<file path="src/rtl/cache_ctrl_param.sv">
// cache_ctrl_param
//    Direct-mapped, write-through, no-write-allocate cache controller that sits
//    between a pipeline stage (CPU side) and a variable-latency memory port.
//
// Parameters
//    AW     address width
//    DW     data width
//    LINES  number of lines (power of 2, >= 2)
//    CW     width of the saturating hit/miss counters
//
// Ports
//    i_clk, i_reset (async, active low)
//    CPU side : i_cpu_req, o_cpu_ready, i_cpu_we, i_cpu_addr, i_cpu_wdata,
//               o_cpu_done (1-cycle pulse), o_cpu_rdata (held after done)
//    control  : i_flush (level, sampled while ready), o_busy
//    memory   : o_mem_req (held until i_mem_ack), o_mem_we, o_mem_addr,
//               o_mem_wdata, i_mem_rdata, i_mem_ack
//    stats    : o_hit_cnt, o_miss_cnt
//
// state     | meaning
// ----------+-------------------------------------------------------------
// S_IDLE    | accepting requests; read hits complete here at 1 per cycle
// S_RD_MISS | memory read outstanding, line refilled on i_mem_ack
// S_WR_THRU | memory write outstanding, cached copy updated on ack if hit
// S_FLUSH   | clearing one valid bit per cycle, LINES cycles total

module cache_ctrl_param #(
   parameter int AW    = 8,
   parameter int DW    = 32,
   parameter int LINES = 16,
   parameter int CW    = 16
) (
   input  logic          i_clk,
   input  logic          i_reset,
   input  logic          i_cpu_req,
   output logic          o_cpu_ready,
   input  logic          i_cpu_we,
   input  logic [AW-1:0] i_cpu_addr,
   input  logic [DW-1:0] i_cpu_wdata,
   output logic          o_cpu_done,
   output logic [DW-1:0] o_cpu_rdata,
   input  logic          i_flush,
   output logic          o_busy,
   output logic          o_mem_req,
   output logic          o_mem_we,
   output logic [AW-1:0] o_mem_addr,
   output logic [DW-1:0] o_mem_wdata,
   input  logic [DW-1:0] i_mem_rdata,
   input  logic          i_mem_ack,
   output logic [CW-1:0] o_hit_cnt,
   output logic [CW-1:0] o_miss_cnt
);

   localparam int IDX = $clog2(LINES);
   localparam int TAG = AW - IDX;
   localparam logic [IDX-1:0] LAST_IDX = IDX'(LINES - 1);

   typedef enum logic [1:0] {
      S_IDLE,
      S_RD_MISS,
      S_WR_THRU,
      S_FLUSH
   } state_t;

   // Registered state
   state_t           r_state;
   logic [LINES-1:0] r_valid;
   logic [IDX-1:0]   r_fcnt;
   logic             r_wr_hit;
   logic             r_done;
   logic [DW-1:0]    r_rdata;
   logic             r_mem_req;
   logic             r_mem_we;
   logic [AW-1:0]    r_mem_addr;
   logic [DW-1:0]    r_mem_wdata;
   logic [CW-1:0]    r_hit_cnt;
   logic [CW-1:0]    r_miss_cnt;

   // Line storage; only the valid bits need a reset value
   logic [TAG-1:0]   r_tag_mem  [LINES];
   logic [DW-1:0]    r_data_mem [LINES];

   // Combinational lookup and next-state values
   logic [IDX-1:0]   w_idx;
   logic [TAG-1:0]   w_tag;
   logic             w_hit;

   state_t           w_state_nx;
   logic [LINES-1:0] w_valid_nx;
   logic [IDX-1:0]   w_fcnt_nx;
   logic             w_wr_hit_nx;
   logic             w_done_nx;
   logic [DW-1:0]    w_rdata_nx;
   logic             w_mem_req_nx;
   logic             w_mem_we_nx;
   logic [AW-1:0]    w_mem_addr_nx;
   logic [DW-1:0]    w_mem_wdata_nx;
   logic             w_hit_inc;
   logic             w_miss_inc;
   logic [CW-1:0]    w_hit_cnt_nx;
   logic [CW-1:0]    w_miss_cnt_nx;

   logic             w_line_we;
   logic [IDX-1:0]   w_line_idx;
   logic [TAG-1:0]   w_line_tag;
   logic [DW-1:0]    w_line_data;

   assign w_idx = i_cpu_addr[IDX-1:0];
   assign w_tag = i_cpu_addr[AW-1:IDX];
   assign w_hit = r_valid[w_idx] && (r_tag_mem[w_idx] == w_tag);

   always_comb begin
      w_state_nx     = r_state;
      w_valid_nx     = r_valid;
      w_fcnt_nx      = r_fcnt;
      w_wr_hit_nx    = r_wr_hit;
      w_done_nx      = 1'b0;
      w_rdata_nx     = r_rdata;
      w_mem_req_nx   = r_mem_req;
      w_mem_we_nx    = r_mem_we;
      w_mem_addr_nx  = r_mem_addr;
      w_mem_wdata_nx = r_mem_wdata;
      w_hit_inc      = 1'b0;
      w_miss_inc     = 1'b0;
      // Line updates always target the address latched for the memory access
      w_line_we      = 1'b0;
      w_line_idx     = r_mem_addr[IDX-1:0];
      w_line_tag     = r_mem_addr[AW-1:IDX];
      w_line_data    = i_mem_rdata;

      unique case (r_state)
         S_IDLE: begin
            if (i_flush) begin
               // flush wins over a simultaneous request
               w_fcnt_nx  = '0;
               w_state_nx = S_FLUSH;
            end else if (i_cpu_req) begin
               if (i_cpu_we) begin
                  w_mem_req_nx   = 1'b1;
                  w_mem_we_nx    = 1'b1;
                  w_mem_addr_nx  = i_cpu_addr;
                  w_mem_wdata_nx = i_cpu_wdata;
                  // remember hit status now: the line is refreshed only on ack
                  w_wr_hit_nx    = w_hit;
                  w_hit_inc      = w_hit;
                  w_miss_inc     = !w_hit;
                  w_state_nx     = S_WR_THRU;
               end else if (w_hit) begin
                  w_rdata_nx = r_data_mem[w_idx];
                  w_done_nx  = 1'b1;
                  w_hit_inc  = 1'b1;
               end else begin
                  w_mem_req_nx  = 1'b1;
                  w_mem_we_nx   = 1'b0;
                  w_mem_addr_nx = i_cpu_addr;
                  w_miss_inc    = 1'b1;
                  w_state_nx    = S_RD_MISS;
               end
            end
         end

         S_RD_MISS: begin
            if (i_mem_ack) begin
               w_line_we              = 1'b1;
               w_valid_nx[w_line_idx] = 1'b1;
               w_rdata_nx             = i_mem_rdata;
               w_done_nx              = 1'b1;
               w_mem_req_nx           = 1'b0;
               w_state_nx             = S_IDLE;
            end
         end

         S_WR_THRU: begin
            if (i_mem_ack) begin
               if (r_wr_hit) begin
                  w_line_we   = 1'b1;
                  w_line_data = r_mem_wdata;
               end
               w_done_nx    = 1'b1;
               w_mem_req_nx = 1'b0;
               w_state_nx   = S_IDLE;
            end
         end

         S_FLUSH: begin
            w_valid_nx[r_fcnt] = 1'b0;
            w_fcnt_nx          = r_fcnt + 1'b1;
            if (r_fcnt == LAST_IDX) begin
               w_state_nx = S_IDLE;
            end
         end

         default: begin
            w_state_nx = S_IDLE;
         end
      endcase

      w_hit_cnt_nx  = (w_hit_inc && (r_hit_cnt != '1)) ? r_hit_cnt + 1'b1 : r_hit_cnt;
      w_miss_cnt_nx = (w_miss_inc && (r_miss_cnt != '1)) ? r_miss_cnt + 1'b1 : r_miss_cnt;
   end

   always_ff @(posedge i_clk or negedge i_reset) begin
      if (!i_reset) begin
         r_state     <= S_IDLE;
         r_valid     <= '0;
         r_fcnt      <= '0;
         r_wr_hit    <= 1'b0;
         r_done      <= 1'b0;
         r_rdata     <= '0;
         r_mem_req   <= 1'b0;
         r_mem_we    <= 1'b0;
         r_mem_addr  <= '0;
         r_mem_wdata <= '0;
         r_hit_cnt   <= '0;
         r_miss_cnt  <= '0;
      end else begin
         r_state     <= w_state_nx;
         r_valid     <= w_valid_nx;
         r_fcnt      <= w_fcnt_nx;
         r_wr_hit    <= w_wr_hit_nx;
         r_done      <= w_done_nx;
         r_rdata     <= w_rdata_nx;
         r_mem_req   <= w_mem_req_nx;
         r_mem_we    <= w_mem_we_nx;
         r_mem_addr  <= w_mem_addr_nx;
         r_mem_wdata <= w_mem_wdata_nx;
         r_hit_cnt   <= w_hit_cnt_nx;
         r_miss_cnt  <= w_miss_cnt_nx;
      end
   end

   always_ff @(posedge i_clk) begin
      if (w_line_we) begin
         r_tag_mem[w_line_idx]  <= w_line_tag;
         r_data_mem[w_line_idx] <= w_line_data;
      end
   end

   assign o_cpu_ready = (r_state == S_IDLE);
   assign o_busy      = (r_state != S_IDLE);
   assign o_cpu_done  = r_done;
   assign o_cpu_rdata = r_rdata;
   assign o_mem_req   = r_mem_req;
   assign o_mem_we    = r_mem_we;
   assign o_mem_addr  = r_mem_addr;
   assign o_mem_wdata = r_mem_wdata;
   assign o_hit_cnt   = r_hit_cnt;
   assign o_miss_cnt  = r_miss_cnt;

endmodule

</file>
<file path="config.mk">
export PLATFORM = sky130hd
export DESIGN_NAME = cache_ctrl_param
export DESIGN_NICKNAME = d
export VERILOG_FILES = /design/src/rtl/cache_ctrl_param.sv
export SDC_FILE = /design/constraint.sdc
export NUM_CORES = 1
export LEC_CHECK = 0
export CAP_MARGIN = 30
export CORE_UTILIZATION = 39
export CTS_CLUSTER_SIZE = 8
export DETAILED_ROUTE_END_ITERATION = 16
export PLACE_DENSITY = 0.61
export SETUP_SLACK_MARGIN = 0.5
export SLEW_MARGIN = 20
export SYNTH_ARGS = -nofsm -noshare
export SYNTH_HDL_FRONTEND = slang
export SYNTH_SLANG_ARGS = --single-unit
</file>
<file path="constraint.sdc">
create_clock -name i_clk -period 10.45 [get_ports i_clk]
set_input_delay 1.045 -clock i_clk [delete_from_list [all_inputs] [get_ports i_clk]]
set_output_delay 1.045 -clock i_clk [all_outputs]
set_load 0.005 [all_outputs]
</file>
==> results by group, run 1 <==
Synth
  – Sequential share of the synthesized area: 0.716
  – Async set-reset flop share out of synthesis: 0.184
  – Avg Inst Size Synth: 19.4 um2
  – Synth Instances: 1480
  – YS warnings: 0
  – Yosys top cell by area: edfxtp_1
  – Synth top area share: 0.602
  – Syn Nets: 1568
  – Synthesized cell area: 0.0287 mm2
  – Top post-synthesis cells by area: edfxtp_1 (60%), mux4_2 (14%), dfrtp_1 (11%)
  – Top cells by count, synth: edfxtp_1 (576), mux4_2 (180), dfrtp_1 (130)
  – Number of synthesized flops with an enable pin: 576
  – Flops & latches, synth: 706
  – Top FF cell, synth: edfxtp_1
  – Count leader, synth: edfxtp_1
  – Unique cell type count in the Yosys netlist: 46

Routing
  – Via-to-Cell Ratio: 5.51
  – DR WL/cell: 25.5 um
  – Starting DRT DRC Count: 1322
  – DRC violations left: 0
  – Antenna viol nets, final: 0
  – Via count: 15200
  – Routed WL: 70200 um
  – First-pass iteration count of the detailed router: 4

Hold path
  – Hold Path Class: primary input to async pin

Pwr
  – Clock share of power: 0.377
  – Logic pwr share: 0.168
  – Sw Share: 0.258
  – Cell Int Power: 0.00584 W
  – P_sw: 0.00203 W
  – P per Cell Area: 226 mW/mm2
  – Seq pwr share: 0.455
  – VDD IR max: 144 uV
  – Pleak: 11.8 nW

GRT
  – Vias in the first global route: 15800
  – GRT Total Usage: 0.191
  – GR Overflow Total: 0
  – Largest net degree at the start of global routing: 71
  – First-pass GRT wire length: 104000 um
  – Initial antenna violation count: 2

Clocking
  – Post-CTS setup buffers: 0
  – CTS buffer count: 98
  – Post-CTS sizing: 0
  – H-tree depth: 3
  – Post-CTS Hold Fix Bufs: 0
  – Max clock buf depth: 3
  – Skew-Pair Late Insertion Delay: 0.64 ns
  – Clk sinks: 706
  – CTS tree: done
  – Root Buffer: clkbuf_16
  – Worst-path clk slew: 0.05 ns

Floorplan
  – Chip height: 273 um
  – Rows: 99
  – I/O Pins: 187
  – Die area: 0.0747 mm2
  – Core area: 0.0730 mm2
  – Initial core utilization: 0.394
  – Width of the die: 273 um

Worst setup path
  – Crit-path max FO: 60
  – Critical path class: primary input to flip-flop
  – Worst setup path startpoint: i_cpu_addr[1]
  – R2R setup slack: 6.14 ns
  – CP endpoint kind: flip-flop
  – Crit path DAT: 5.65 ns
  – CP Launch Type: primary input
  – Reg2Reg Launch Point: r_state[1]$_DFFE_PN0P_
  – Critical path required time: 11.02 ns

Timing
  – Post-route clock period utilization: 0.486
  – Final setup fails: 0
  – Tmin final: 5.08 ns
  – Unrepaired setup endpoints after global routing: false
  – Clock skew: 0.0235 ns
  – Slew @ Worst Pin: 0.997 ns
  – Max Slew Vio Count: 0
  – Setup ws final: 5.37 ns
  – Setup Total Neg Slack: 0 ns
  – Final hold slack: 0.451 ns
  – Final hold vios: 0
  – Slew HR: 0.335
  – FMAX: 197 MHz

Layout
  – Area of the multi-input gates: 0.00789 mm2
  – Antenna diodes: 0
  – Nets: 1807
  – Fin util: 0.477
  – Post-route insts no fill: 2758
  – Area growth from synthesis to layout: 21.2%
  – Number of fill cells in the layout: 5981
  – Share of layout cells above drive strength 1: 0.256
  – Storage cell area: 0.0205 mm2

Run status
  – Run status: finished clean

Placement
  – Buffers on Ports: 186
  – Placed Cells: 2574
  – DP Worst Slack: 4.68 ns
  – Hpwl dp: 37900 um
  – Final RePlAce weighted congestion: 0.789

Job
  – Maxcap violations: 0
==> final timing paths <==
check / end / depth (start not counted)
worst max-delay path: o_cpu_rdata[1]$_DFFE_PN0P_ / 11
worst min-delay path: o_mem_addr[2]$_DFFE_PN0P_ / 1
worst max register to register: r_data_mem[11][0]$_DFFE_PP_ / 8
worst min register to register: o_hit_cnt[5]$_DFFE_PN0P_ / 1
max in group asynchronous: o_cpu_rdata[0]$_DFFE_PN0P_ / 3
min in group i_clk: o_hit_cnt[5]$_DFFE_PN0P_ / 1
==> worst max-delay path, stage by stage <==
cell,delay [ns]
buf_6,0.35
buf_16,0.32
buf_4,0.79
mux4_2,0.60
mux2i_1,0.14
mux2i_1,0.11
xor2_1,0.16
or3_1,0.58
nor2_2,0.23
and3_2,0.87
a221o_1,0.29
==> cell usage in the layout, fill, tap and decap left out, types with 2 or more instances in the layout <==
cell type	synthesis	final
edfxtp_1	576	576
clkdlybuf4s50_1	0	181
mux4_2	180	180
dfrtp_1	130	130
mux2_2	107	107
clkbuf_16	0	99
clkbuf_1	50	74
a21oi_1	50	49
nand2_1	41	40
and3_1	40	39
nor2b_1	36	36
a221o_1	32	32
buf_4	6	30
nor2_1	43	27
xnor2_1	18	18
nand3_1	17	16
nor2_4	0	16
mux2i_1	16	16
xor2_1	14	14
o21ai_0	13	13
a31oi_1	13	13
inv_1	13	12
nor3_1	11	11
nand4_1	10	10
ha_1	10	9
nand2b_1	3	3
buf_16	0	3
clkinv_1	2	2
a21boi_0	2	2
nor2_2	2	2
and2_1	2	2
nor4_1	2	2
clkinv_8	0	2
inv_16	0	2
buf_6	4	2
buf_2	8	2
buf_12	0	2
==> registers in the layout, summed over array words and instances (netlist names), 4 cells and up <==
register / count
r_tag_mem: 64
o_mem_wdata: 32
r_fcnt: 4
r_valid: 16
r_data_mem: 512
o_mem_addr: 8
o_hit_cnt: 16
o_cpu_rdata: 32
o_miss_cnt: 16
==> final cells by class <==
| class | count | share of cell area |
|---|---|---|
| timing repair buffer | 221 | 0.0634 |
| clock buffer | 173 | 0.0792 |
| multi-input combinational | 677 | 0.227 |
| clock inverter | 7 | 0.00406 |
| inverter | 15 | 0.00162 |
| sequential | 706 | 0.591 |
| tap | 959 | 0.0345 |
==> power groups by stage <==
| stage | clock [W] | sequential, W | combinational [W] |
|---|---|---|---|
| 6_report | 0.00296 | 0.00358 | 0.00133 |
| 2_1_floorplan | 0 | 0.00354 | 0.000708 |
| 4_1_cts | 0.00302 | 0.00358 | 0.00133 |
| 3_5_place_dp | 0 | 0.00362 | 0.00133 |
| 5_1_grt | 0.00314 | 0.00361 | 0.00142 |
| 3_3_place_gp | 0 | 0.00362 | 0.00129 |
==> routing by layer <==
layer | vias to the layer above | global-route usage | share of wire
li1 | 6519 | - | -
met1 | 8063 | 0.256 | 0.42
met2 | 506 | 0.320 | 0.50
met3 | 96 | 0.0339 | 0.057
met4 | 2 | 0.0516 | 0.018
met5 | - | 0 | 0.00011
==> cells by family (layout without fill, tap and decap cells) <==
group	Yosys count	in the layout	share of synthesized area
compound gates	119	119	0.0281
xor+xnor	32	32	0.00976
flops	706	706	0.716
buf+inv	97	416	0.0149
fa+ha+maj	10	10	0.00436
mux	304	304	0.189
simple gates	212	212	0.0382
==> per-stage QoR <==
stage	cell area (um2)	total power, W
3_5_place_dp	31800	0.00495
5_1_grt	34800	0.00817
4_1_cts	34700	0.00793
6_report	34800	0.00787
3_3_place_gp	31800	0.00491
2_1_floorplan	28700	0.00425
(Power assumes the default switching activity.)
==> run 2, diff against run 1 <==
Settings changed: PLACE_DENSITY 0.61 to 0.64.
Clock period 10.45 ns to 4.07 ns, I/O delays scaled along.
==> results by group, run 2 (synthesized netlist as in run 1, its figures left out) <==
Run status
  – Run status: finished clean

GRT
  – Initial antenna violation count: 2
  – Vias in the first global route: 15900
  – GRT Total Usage: 0.188
  – GR Overflow Total: 0
  – Largest net degree at the start of global routing: 88
  – First-pass GRT wire length: 103000 um

Worst setup path
  – CP cell instances: mux4_2 -> mux4_2 -> xnor2_1 -> o211ai_1 -> or3_1 -> buf_4 -> nor3_4 -> buf_4 -> nand2_1 -> xnor2_1
  – Critical path required time: 4.57 ns
  – CP endpoint kind: flip-flop
  – WP buf/inv: 2
  – Largest delay contributor family on the critical path: multiplexers
  – Worst path slowest cell: mux4_2
  – Critical path class: flip-flop to flip-flop
  – Crit-path max FO: 14
  – Worst setup path startpoint: r_tag_mem[11][2]$_DFFE_PP_
  – CP max stage delay: 0.48 ns
  – CP Launch Type: flip-flop
  – Crit path DAT: 3.73 ns
  – Reg2Reg Launch Point: r_tag_mem[11][2]$_DFFE_PP_

Placement
  – Hpwl dp: 38200 um
  – Placed Cells: 2587
  – DP Area: 0.0321 mm2
  – Final RePlAce weighted congestion: 0.816
  – Buffers on Ports: 186

Layout
  – Area growth from synthesis to layout: 21.7%
  – Post-route insts no fill: 2764
  – Share of layout cells above drive strength 1: 0.260
  – Most common cell after layout, fill and taps aside: edfxtp_1
  – Most frequent cells in the layout: edfxtp_1 (576), clkdlybuf4s50_1 (181), mux4_2 (180)
  – Finished layout cell area: 0.0349 mm2
  – Largest registers: r_data_mem x512, r_tag_mem x64
  – Largest reg by FF count: r_data_mem
  – Largest register FFs: 512
  – Fin util: 0.479
  – Nets: 1818
  – Antenna diodes: 0

Job
  – Maxcap violations: 0

Pwr
  – VDD IR max: 346 uV
  – Pleak: 11.8 nW
  – Pwr Total: 0.0201 W
  – P per Cell Area: 576 mW/mm2

Timing
  – Slew @ Worst Pin: 0.939 ns
  – Max Slew Vio Count: 0
  – Post-route clock period utilization: 0.792
  – Unrepaired setup endpoints after global routing: false
  – Final setup fails: 0
  – FMAX: 310 MHz
  – Clock skew: 0.0167 ns
  – Tmin final: 3.22 ns
  – Slew HR: 0.374
  – Setup Total Neg Slack: 0 ns
  – Final hold vios: 0

Routing
  – Antenna viol nets, final: 0
  – Via count: 15300
  – DR WL/cell: 25.3 um
  – Routed WL: 69800 um
  – First-pass iteration count of the detailed router: 5
  – Starting DRT DRC Count: 1384
  – Via-to-Cell Ratio: 5.52
  – DRC violations left: 0

Clocking
  – H-tree depth: 3
  – Clk sinks: 706
  – CTS buffer count: 98
  – Skew-Pair Late Insertion Delay: 0.63 ns
  – CTS tree: done
  – Root Buffer: clkbuf_16
  – Max clock buf depth: 3
  – Worst-path clk slew: 0.05 ns
  – Post-CTS sizing: 0
  – Post-CTS setup buffers: 0

Floorplan
  – Width of the die: 273 um
  – Initial core utilization: 0.394
  – I/O Pins: 187
  – Rows: 99
  – Core area: 0.0730 mm2
  – Die area: 0.0747 mm2
  – Chip height: 273 um

Hold path
  – Hold Path Class: primary input to flip-flop
  – Hold Crit Start: i_cpu_addr[0]
==> run 2: cell count changes in the layout (fill, tap and decap cells not counted), moves of 2 or more <==
cell / previous run / this run
inv_16: 2 / 0
buf_12: 2 / 13
clkbuf_1: 74 / 69
buf_16: 3 / 1
==> run 2: path summary, 6_finish.rpt <==
| check | to | slack, ns | cells past startpoint |
|---|---|---|---|
| setup / recovery | o_hit_cnt[2]$_DFFE_PN0P_ | 0.85 | 10 |
| hold / removal | o_mem_addr[0]$_DFFE_PN0P_ | 0.25 | 2 |
| setup reg to reg | o_hit_cnt[2]$_DFFE_PN0P_ | 0.85 | 10 |
| hold reg to reg | o_miss_cnt[10]$_DFFE_PN0P_ | 0.49 | 1 |
| max in group asynchronous | o_mem_wdata[15]$_DFFE_PN0P_ | 2.63 | 3 |
| min in group asynchronous | r_valid[14]$_DFFE_PN0P_ | 0.34 | 2 |
==> run 2: layout make-up <==
cell class	instances	area, um2
flip-flops and latches	706	20500
fillers	5922	38000
well taps	959	1200
multi-input cells	677	7890
repair buffers	232	2390
inverters	15	56.3
clock buffers	170	2780
clock inverters	5	75.1
==> run 2: power breakdown <==
group	switching (W)	internal, W
Sequential	0.000641	0.00857
Clock	0.00293	0.00457
Combinational	0.00159	0.00183
Total	0.00516	0.0150
==> run 2: metrics by stage <==
step,hold slack (ns),setup slack [ns]
2_1_floorplan,0.111,0.488
3_3_place_gp,0.443,0.299
3_5_place_dp,0.447,0.256
4_1_cts,0.232,0.797
5_1_grt,0.267,0.667
6_report,0.250,0.846
==> run 2: timing repair <==
item / 4_1_cts / 5_1_grt
hold buffers: 1 / 0
hold endpoints to repair: 63 / 0
setup endpoints to repair: 0 / 0
==> run 2: metal layers <==
layer	vias up	routed length [um]	global-route usage
li1	6531	-	-
met1	8078	29500	0.254
met2	559	34600	0.311
met3	94	4350	0.0332
met4	2	1360	0.0520
met5	-	13	0
